==> src/rtl/univ_shift_reg.sv <==
// Universal shift/rotate register: parallel load plus multi-cycle counted
// shift/rotate operations, with a busy flag and a one-cycle done pulse.
module univ_shift_reg #(
    parameter int WIDTH = 8,
    parameter int CNTW  = $clog2(WIDTH) + 1
) (
    input  logic             clk,
    input  logic             reset,
    input  logic             ld,
    input  logic [WIDTH-1:0] d,
    input  logic             start,
    input  logic [2:0]       mode,
    input  logic [CNTW-1:0]  amt,
    input  logic             sin,
    output logic [WIDTH-1:0] q,
    output logic             sout,
    output logic             busy,
    output logic             done
);

    // state | meaning
    // IDLE  | waiting; ld loads q, start latches mode/count
    // SHIFT | one step per edge, counter counts down to the last step
    // DONE  | one-cycle completion pulse, then back to IDLE
    typedef enum logic [1:0] {
        IDLE  = 2'd0,
        SHIFT = 2'd1,
        DONE  = 2'd2
    } state_t;

    localparam logic [2:0] M_SLL = 3'b001;
    localparam logic [2:0] M_SRL = 3'b010;
    localparam logic [2:0] M_SRA = 3'b011;
    localparam logic [2:0] M_ROL = 3'b100;
    localparam logic [2:0] M_ROR = 3'b101;

    localparam logic [CNTW-1:0] WIDTH_C = CNTW'(WIDTH);
    localparam logic [CNTW-1:0] ONE_C   = CNTW'(1);

    state_t            state_q, state_d;
    logic [WIDTH-1:0]  q_q, q_d;
    logic              sout_q, sout_d;
    logic              busy_q, busy_d;
    logic              done_q, done_d;
    logic [2:0]        mode_q, mode_d;
    logic [CNTW-1:0]   cnt_q, cnt_d;
    logic              is_shift;

    assign is_shift = (mode == M_SLL) || (mode == M_SRL) || (mode == M_SRA);

    always_comb begin
        state_d = state_q;
        q_d     = q_q;
        sout_d  = sout_q;
        mode_d  = mode_q;
        cnt_d   = cnt_q;
        case (state_q)
            IDLE: begin
                if (ld) begin
                    q_d = d;
                end else if (start) begin
                    mode_d = mode;
                    // Shifts past WIDTH steps cannot change q further; rotates keep the full count.
                    cnt_d  = (is_shift && (amt > WIDTH_C)) ? WIDTH_C : amt;
                    state_d = (amt == '0) ? DONE : SHIFT;
                end
            end
            SHIFT: begin
                case (mode_q)
                    M_SLL: begin
                        q_d    = {q_q[WIDTH-2:0], sin};
                        sout_d = q_q[WIDTH-1];
                    end
                    M_SRL: begin
                        q_d    = {sin, q_q[WIDTH-1:1]};
                        sout_d = q_q[0];
                    end
                    M_SRA: begin
                        q_d    = {q_q[WIDTH-1], q_q[WIDTH-1:1]};
                        sout_d = q_q[0];
                    end
                    M_ROL: begin
                        q_d    = {q_q[WIDTH-2:0], q_q[WIDTH-1]};
                        sout_d = q_q[WIDTH-1];
                    end
                    M_ROR: begin
                        q_d    = {q_q[0], q_q[WIDTH-1:1]};
                        sout_d = q_q[0];
                    end
                    default: ;
                endcase
                cnt_d = cnt_q - ONE_C;
                if (cnt_q == ONE_C) begin
                    state_d = DONE;
                end
            end
            DONE: begin
                state_d = IDLE;
            end
            default: begin
                state_d = IDLE;
            end
        endcase
        busy_d = (state_d == SHIFT);
        done_d = (state_d == DONE);
    end

    always_ff @(posedge clk) begin
        if (!reset) begin
            state_q <= IDLE;
            q_q     <= '0;
            sout_q  <= 1'b0;
            busy_q  <= 1'b0;
            done_q  <= 1'b0;
            mode_q  <= '0;
            cnt_q   <= '0;
        end else begin
            state_q <= state_d;
            q_q     <= q_d;
            sout_q  <= sout_d;
            busy_q  <= busy_d;
            done_q  <= done_d;
            mode_q  <= mode_d;
            cnt_q   <= cnt_d;
        end
    end

    assign q    = q_q;
    assign sout = sout_q;
    assign busy = busy_q;
    assign done = done_q;

endmodule

==> config.mk <==
export PLATFORM = sky130hd
export DESIGN_NAME = univ_shift_reg
export DESIGN_NICKNAME = d
export VERILOG_FILES = /design/src/rtl/univ_shift_reg.sv
export SDC_FILE = /design/constraint.sdc
export NUM_CORES = 1
export LEC_CHECK = 0
export CORE_MARGIN = 4
export CORE_UTILIZATION = 48
export CTS_CLUSTER_DIAMETER = 60
export CTS_CLUSTER_SIZE = 12
export DETAILED_ROUTE_END_ITERATION = 10
export PLACE_DENSITY_LB_ADDON = 0.25
export SETUP_SLACK_MARGIN = 0.4
export SLEW_MARGIN = 0
export SYNTH_ARGS = -nofsm -noshare
export SYNTH_HDL_FRONTEND = slang
export SYNTH_SLANG_ARGS = --single-unit
==> constraint.sdc <==
create_clock -name clk -period 1.8 [get_ports clk]
set_input_delay 0.36 -clock clk [delete_from_list [all_inputs] [get_ports clk]]
set_output_delay 0.36 -clock clk [all_outputs]
set_load 0.03 [all_outputs]
After elaboration in Yosys (flattened, before gate mapping)
Index checks and enable logic that the tools add are counted.
{"block": "classes", "addsub": 1, "multipliers": 0, "div": 0, "magnitude_cmp": 1, "eq_ne": 18, "shift": 0, "n_mux": 13, "n_bitwise": 1, "n_reduce_logical": 14}
{"cell": "8-bit one-hot mux with 5 select lines", "count": 1}
{"cell": "8-bit one-hot mux with 2 select lines", "count": 1}
{"cell": "3-bit by 2-bit == test with 1-bit output, second input constant", "count": 4}
{"cell": "4-bit two-way mux", "count": 3}
{"cell": "3-bit AND reduction", "count": 3}
{"cell": "2-bit two-way mux", "count": 4}
{"cell": "8-bit two-way mux", "count": 1}
{"cell": "2-bit != test, second input constant", "count": 4}
{"cell": "4-bit one-hot mux with 2 select lines", "count": 1}
{"cell": "3-bit by 1-bit == test with 1-bit output, second input constant", "count": 2}
{"cell": "3-bit == test, second input constant", "count": 2}
{"cell": "6-bit by 1-bit != test with 1-bit output, second input constant", "count": 1}
{"cell": "5-bit by 1-bit != test with 1-bit output, second input constant", "count": 1}
{"cell": "2-bit by 1-bit == test with 1-bit output, second input constant", "count": 2}
{"cell": "4-bit by 1-bit == test with 1-bit output, second input constant", "count": 1}
{"cell": "4-bit > comparator, second input constant", "count": 1}
{"cell": "4-bit logical NOT", "count": 1}
{"cell": "2-bit one-hot mux with 2 select lines", "count": 1}
{"cell": "4-bit AND reduction", "count": 1}
{"cell": "2-bit nonzero test", "count": 2}
{"cell": "4-bit by 1-bit subtractor with 4-bit output, second input constant", "count": 1}
{"cell": "3-bit OR reduction", "count": 1}
{"cell": "2-bit == test, second input constant", "count": 1}
{"cell": "2-bit logical NOT", "count": 1}
{"cell": "6 further kinds", "count": 7}
{"block": "totals", "reg_bits": 20, "latch_bits": 0, "ram_bits": 0, "rom_bits": 0, "in_bits": 20, "out_inout_bits": 11, "word_cells": 56, "n_memories": 0}

Logic depth before layout (Yosys ltp)
Gate-level depths: netlist (run 1).
{"block": "logic_depth", "ltp_word": 8, "mapped_depth": 6, "mapped_depth_nobuf": 5}

Worst setup path after synthesis (run 1)
No wires, ideal clock.
{"block": "synth_path", "kind": "reg-to-reg", "start": "reg mode_q[0]", "end": "reg q_q[1] (netlist: q[1])", "setup_time_ns": 0.087, "arrival_ns": 1.378, "required_ns": 1.713, "path_slack_ns": 0.335, "stages_incl_launch_ff": 7, "path_buffers": 2, "path_cell_list": "dfxtp_1 buf_6 or3_4 a32oi_4 buf_6 nand3_1 o31ai_1"}
{"block": "synth_between", "elab_chain_cells": 3, "elab_cells_between_ends": 9}
{"element": "start, declared", "line_no": "45", "text": "logic [2:0] mode_q, mode_d;"}
{"element": "start signal, assigned", "line_no": "123", "text": "mode_q <= mode_d;"}
{"element": "3-bit == test, or another cell as far along", "line_no": "69", "text": "case (mode_q)"}
{"element": "8-bit one-hot mux with 5 select lines / 6-bit by 1-bit != test with 1-bit output (equally long branches)"}
{"element": "8-bit one-hot mux with 2 select lines / 3-bit AND reduction (equally long branches)"}
{"element": "end signal, assigned", "line_no": "119", "text": "q_q <= q_d;"}
{"element": "end, declared", "line_no": "41", "text": "logic [WIDTH-1:0] q_q, q_d;"}
Several ways; a longest one is shown, not always the timed one.
A chain may end at the register's enable or synchronous reset.

Worst setup path in the final report (run 1)
{"block": "layout_path", "start": "in ld", "end": "reg cnt_q[2]"}
{"block": "layout_between", "elab_chain_cells": 2}
{"element": "start, declared", "line_no": "9", "text": "input logic ld,"}
{"element": "2-bit != test (no source line)"}
{"element": "3-bit AND reduction (no source line)"}
{"element": "end signal, assigned", "line_no": "124", "text": "cnt_q <= cnt_d;"}
{"element": "end, declared", "line_no": "46", "text": "logic [CNTW-1:0] cnt_q, cnt_d;"}
Every way passes these cells.

==> results of run 1 <==
==> registers in the layout, indices dropped and copies added (netlist names) <==
signal / flops
q: 8
cnt_q: 4
mode_q: 3
state_q: 2
busy: 1
done: 1
sout: 1
==> worst paths after layout <==
path	startpoint	endpoint	slack, ps	cells past startpoint
worst min register to register	q[1]	q[1]	490	2
worst min-delay path	q[1]	q[1]	490	2
worst max register to register	mode_q[1]	q[0]	320	4
worst max-delay path	ld	cnt_q[2]	300	5
==> routing by layer <==
layer | routed length (um) | share of wire (%) | track usage, %
met1 | 1510 | 43 | 25.4
met2 | 1780 | 51 | 35.5
met3 | 177 | 5.1 | 5.35
met4 | 29 | 0.83 | 6.95
met5 | 0 | 0 | 0
==> layout by cell type, fill, tap and decap left out, types with 3 or more instances in the layout <==
cell / count
mux2i_1: 4
nand2_1: 11
a31o_2: 4
buf_6: 4
nand3_2: 4
nor2_1: 12
dfxtp_2: 4
clkbuf_4: 3
clkdlybuf4s50_1: 19
o31ai_2: 4
dfxtp_1: 14
clkbuf_2: 3
o21ai_0: 10
inv_1: 8
buf_4: 6
a21oi_1: 8
buf_2: 6
==> power groups by stage <==
stage                     clock network [mW]  registers (mW)  logic [mW]
after CTS                              0.378           0.524       0.349
final                                  0.375           0.531       0.385
after global placement                     0           0.534       0.326
after global routing                   0.392           0.539       0.417
after detailed placement                   0           0.537       0.333
after floorplan                            0           0.561       0.188
==> layout make-up <==
| cell class | count | area share [%] |
|---|---|---|
| clock buffers | 3 | 1.31 |
| clock inverters | 1 | 1.74 |
| inverters | 8 | 1.74 |
| multi-input cells | 104 | 47.9 |
| flip-flops and latches | 20 | 24.0 |
| well taps | 28 | 2.03 |
| repair buffers | 41 | 21.3 |
==> worst max-delay path, cell delays in order <==
cell	delay [ps]
clkdlybuf4s50_1	410
nand2b_1	210
a21oi_4	230
o21ai_0	140
a221oi_1	370
==> cells in the mapped netlist <==
cell type  instances
a2111oi_0          1
a211o_1            1
a211oi_1           4
a21boi_0           2
a21oi_1            9
a21oi_2            1
a221o_1            1
a221oi_1           1
a31o_2             4
a31oi_1            3
a32o_1             2
a32oi_1            1
a32oi_4            1
and2b_2            2
and3_1             2
and3_2             1
buf_2              1
buf_4              3
buf_6              4
clkbuf_8           1
dfxtp_1           20
ha_1               2
inv_1              8
mux2i_1            4
nand2_1           11
nand2_2            1
nand2b_1           3
nand3_1            5
nand3b_2           1
nor2_1            12
nor3_1             1
nor3_2             1
nor4_1             2
o211ai_1           2
o21a_1             1
o21ai_0           11
o31ai_1            6
o41ai_1            1
or2b_1             1
or3_4              1
or4bb_2            1
xnor2_1            1
==> logic make-up after synthesis <==
| group | synth area share (%) |
|---|---|
| compound gates | 31.1 |
| simple gates | 20.1 |
| flops | 33.1 |
| buf+inv | 9.61 |
| mux | 3.31 |
| fa+ha+maj | 2.07 |
| xor+xnor | 0.723 |
==> stage by stage <==
step / instances / cell area (um2) / power [mW] / util, % / hold WS (ps)
final: 205 / 1720 / 1.29 / 74.9 / 494
after global routing: 205 / 1720 / 1.35 / 74.9 / 509
after CTS: 204 / 1630 / 1.25 / 70.9 / 513
after detailed placement: 196 / 1510 / 0.870 / 65.6 / 504
after global placement: 196 / 1510 / 0.861 / 65.6 / 490
after floorplan: 141 / 1220 / 0.749 / - / 486
==> what timing repair did <==
item / in CTS / in global routing
gates resized for setup: 57 / 27
setup endpoints to repair: 22 / 17
setup buffers: 4 / 1
pin swaps: 5 / 6
==> key figures, run 1 <==
Outcome
  – Status: complete, no violations

Clock network
  – CTS root buffer: clkbuf_4
  – Worst-path clk slew: 130 ps
  – H-tree depth: 1
  – Skew-Pair Late Insertion Delay: 310 ps
  – Total CTS buffers: 3
  – CTS tree: built
  – Sink Count: 20
  – Clk buf depth: 2
  – CTS Hold Bufs: 0

Pwr
  – Clock power share: 29.0%
  – NetSw: 403 uW
  – Internal power: 888 uW
  – Leakage: 0.680 nW
  – PD cells: 750 nW/um2
  – Comb power frac: 29.8%
  – Sw Ratio: 31.2%
  – VDD IR max: 0.000784 V
  – Flop pwr share: 41.2%

Timing
  – Setup TNS: 0 ps
  – Worst setup margin: 297 ps
  – Final hold vios: 0
  – Fmax: 0.665 GHz
  – RSZ-0062 raised after global routing: true
  – Period utilisation layout: 83.5%
  – Worst clock skew: 10.3 ps
  – Max-slew headroom: 65.8%
  – Number of setup violations in the final report: 0
  – Min Tclk post-route: 1500 ps
  – Pins over their slew limit: 0
  – Tightest Pin Transition: 509 ps

Finish
  – FILL cells: 183
  – Register area: 413 um2
  – Layout net count: 200
  – Share of cells above drive strength 1: 36.2%
  – # diodes: 0
  – Multi-input logic area: 825 um2
  – Area grow syn2layout: 42.1%

Critical path
  – CP startpoint kind: input port
  – Setup crit end kind: flop
  – Kind of critical path: input port to flop
  – Crit-path max FO: 7
  – Worst Path Arrival: 1710 ps
  – CP required: 2010 ps

Yosys
  – Synthesized flop and latch total: 20
  – Cell count after synthesis: 141
  – Total number of yosys warnings: 0
  – Synth cell types: 42
  – Area leader, netlist: dfxtp_1
  – Syn avg cell area: 8.59 um2
  – Synthesized net count: 163
  – Seq/Total Area, Yosys: 33.1%
  – Post-synth top area share: 33.1%
  – Mapped Area: 1210 um2
  – Largest cells by area after synthesis: dfxtp_1 33%, o21ai_0 4.5%, a21oi_1 3.7%, buf_6 3.7%, nor2_1 3.7%

Drt
  – DRT Pass-1 Iters: 4
  – DR DRC count: 0
  – Avg Vias per Cell: 5.97
  – Drt total wl: 3500 um
  – WL/cell: 17.1 um
  – Vias: 1223
  – First DRT Iteration DRCs: 50
  – Routed Antenna Nets: 0

Placement
  – GP Congestion: 0.900
  – DP Wirelength: 2320 um
  – I/O Buffers: 30
  – Pre-CTS setup slack: 79.8 ps

Global routing
  – First-pass GRT wire length: 5490 um
  – Gr ovfl total: 0
  – Gr usage total: 20.9%
  – Pin count of the biggest net entering global routing: 16
  – Initial antenna violation count: 0
  – Vias in the first global route: 1201

Floorplanning
  – Total core area: 2300 um2
  – FP Rows: 17
  – Die Span Y: 58.2 um
  – Initial Util: 52.7%
  – Die Footprint: 3390 um2
  – Top-level port count: 31
  – Die width: 58.2 um

Run
  – Max-Cap Viols: 0

Worst hold path
  – Min-Delay Path Class: flop to flop
Power figures use the tool's default switching activity.
==> run 2, diff against run 1 <==
Settings changed: CORE_UTILIZATION 48 to 43.
Clock period 1.8 ns to 1.2 ns, I/O delays scaled along.
==> key figures, run 2 (same netlist as run 1, synthesis figures left out) <==
Timing
  – RSZ-0062 raised after global routing: true
  – Pins over their slew limit: 0
  – Number of setup violations in the final report: 13
  – Tightest Pin Transition: 420 ps
  – Period utilisation layout: 126%
  – Max-slew headroom: 71.9%
  – Final hold vios: 0
  – Worst clock skew: 5.50 ps
  – Worst setup margin: -310 ps
  – Min Tclk post-route: 1510 ps
  – Fmax: 0.662 GHz
  – Setup TNS: -2490 ps

Placement
  – I/O Buffers: 30
  – Placed insts: 231
  – DP Wirelength: 2980 um
  – Area after DPL: 1840 um2
  – GP Congestion: 0.877
  – Pre-CTS setup slack: -406 ps

Critical path
  – Buffers & Inverters on Critical Path: 1
  – R2r endpoint: q[5]
  – CP cell instances: or3_4 -> a32oi_4 -> buf_6 -> nand3_2 -> o31ai_1
  – Slowest stage delay, CP: 400 ps
  – Kind of critical path: flop to flop
  – Setup slack, reg-to-reg: -310 ps
  – FF-to-FF Start: mode_q[2]
  – CP required: 1420 ps
  – CP max stage cell: or3_4
  – Worst Reg-to-Reg Cells: 5
  – Crit-path max FO: 6
  – Setup crit end kind: flop
  – Worst Path Arrival: 1730 ps
  – Cell family with most CP delay: simple AND/OR/NAND/NOR gates
  – CP startpoint kind: flop

Drt
  – WL/cell: 18.0 um
  – First DRT Iteration DRCs: 60
  – Routed Antenna Nets: 0
  – Drt total wl: 4500 um
  – Vias: 1457
  – DRT Pass-1 Iters: 4
  – Avg Vias per Cell: 5.83
  – DR DRC count: 0

Floorplanning
  – Die width: 61.1 um
  – Initial Util: 46.8%
  – FP Rows: 18
  – Die Footprint: 3730 um2
  – Die Span Y: 61.1 um
  – Total core area: 2590 um2
  – Top-level port count: 31

Finish
  – # diodes: 0
  – Commonest non-fill, non-tap cells in the layout: 42 x buf_4, 21 x buf_6, 17 x clkdlybuf4s50_1, 11 x nand2_1, 11 x dfxtp_2
  – FILL cells: 137
  – Util after Layout: 85.5%
  – Layout net count: 243
  – Share of cells above drive strength 1: 58.2%
  – Max FFs per register: 8
  – Non-filler instance count after layout: 250
  – Commonest non-fill, non-tap cell in the layout: buf_4
  – Finished Cell Area: 2210 um2
  – Area grow syn2layout: 82.9%

Worst hold path
  – Hold Crit Depth: 5
  – WHS Endpoint: cnt_q[1]
  – Hold_sp: start
  – Min-Delay Path Class: input port to flop

Pwr
  – PD cells: 912 nW/um2
  – VDD IR max: 0.000886 V
  – Leakage: 0.932 nW

Clock network
  – H-tree depth: 1
  – Sink Count: 20
  – Skew-Pair Late Insertion Delay: 310 ps
  – Total CTS buffers: 3
  – CTS tree: built
  – Clk buf depth: 2
  – CTS root buffer: clkbuf_4
  – Worst-path clk slew: 120 ps

Run
  – Max-Cap Viols: 0

Global routing
  – Gr ovfl total: 0
  – Gr usage total: 23.9%
  – Pin count of the biggest net entering global routing: 13
  – First-pass GRT wire length: 6580 um
  – Initial antenna violation count: 0
  – Vias in the first global route: 1456

Outcome
  – Failing checks: setup timing
  – Status: finished with violations
-- run 2: cell count changes in the layout (fill, tap and decap cells not counted), sizes merged --
cell,delta
clkdlybuf4s18,-1
dlymetal6s2s,+1
dlygate4sd2,+1
clkbuf,-2
buf,+48
bufinv,-1
clkdlybuf4s50,-2
clkdlybuf4s15,-1
-- run 2: through the flow --
stage | hold WS, ps | power (mW)
3_5_place_dp | 500 | 1.46
5_1_grt | 519 | 2.11
2_1_floorplan | 378 | 1.17
4_1_cts | 507 | 1.91
3_3_place_gp | 485 | 1.43
6_report | 485 | 2.02
-- run 2: area by class of cell --
| class | instances | area, um2 | area share, % |
|---|---|---|---|
| well taps | 30 | 37.5 | 1.69 |
| multi-input cells | 104 | 895 | 40.4 |
| inverters | 8 | 32.5 | 1.47 |
| repair buffers | 84 | 783 | 35.4 |
| flip-flops and latches | 20 | 440 | 19.9 |
| clock buffers | 4 | 26.3 | 1.19 |
-- run 2: tightest hold or removal path, stage by stage --
cell	delay, ps
dlymetal6s2s_1	160
nand2b_4	110
a21oi_4	80
nor2_1	110
a211oi_1	60
-- run 2: layer usage --
| metal | part of all wire [%] | global-route usage [%] |
|---|---|---|
| met2 | 54 | 41.7 |
| met4 | 1.7 | 13.3 |
| met3 | 4.1 | 2.52 |
| met5 | 0 | 0 |
| met1 | 40 | 28.4 |
-- run 2: worst max-delay path by stage --
stage	from	end	slack (ps)	depth (start not counted)
2_1_floorplan	mode_q[2]	q[6]	-200	5
3_3_place_gp	ld	mode_q[1]	-380	5
3_5_place_dp	ld	mode_q[2]	-410	5
4_1_cts	mode_q[2]	q[3]	-280	5
5_1_grt	mode_q[2]	q[5]	-360	5
6_report	mode_q[2]	q[5]	-310	5
-- run 2: repair_timing --
item                                    4_1_cts  5_1_grt
resized for setup                            40       26
setup buffers                                11        4
pin swaps                                     3        8
endpoints found under the setup margin       31       31
hold buffers                                  0        0
-- run 2: where the power goes --
part,switching [mW],internal (mW),total (mW)
Sequential,0.0664,0.724,0.790
Combinational,0.408,0.469,0.877
Clock,0.223,0.130,0.353
Total,0.698,1.32,2.02
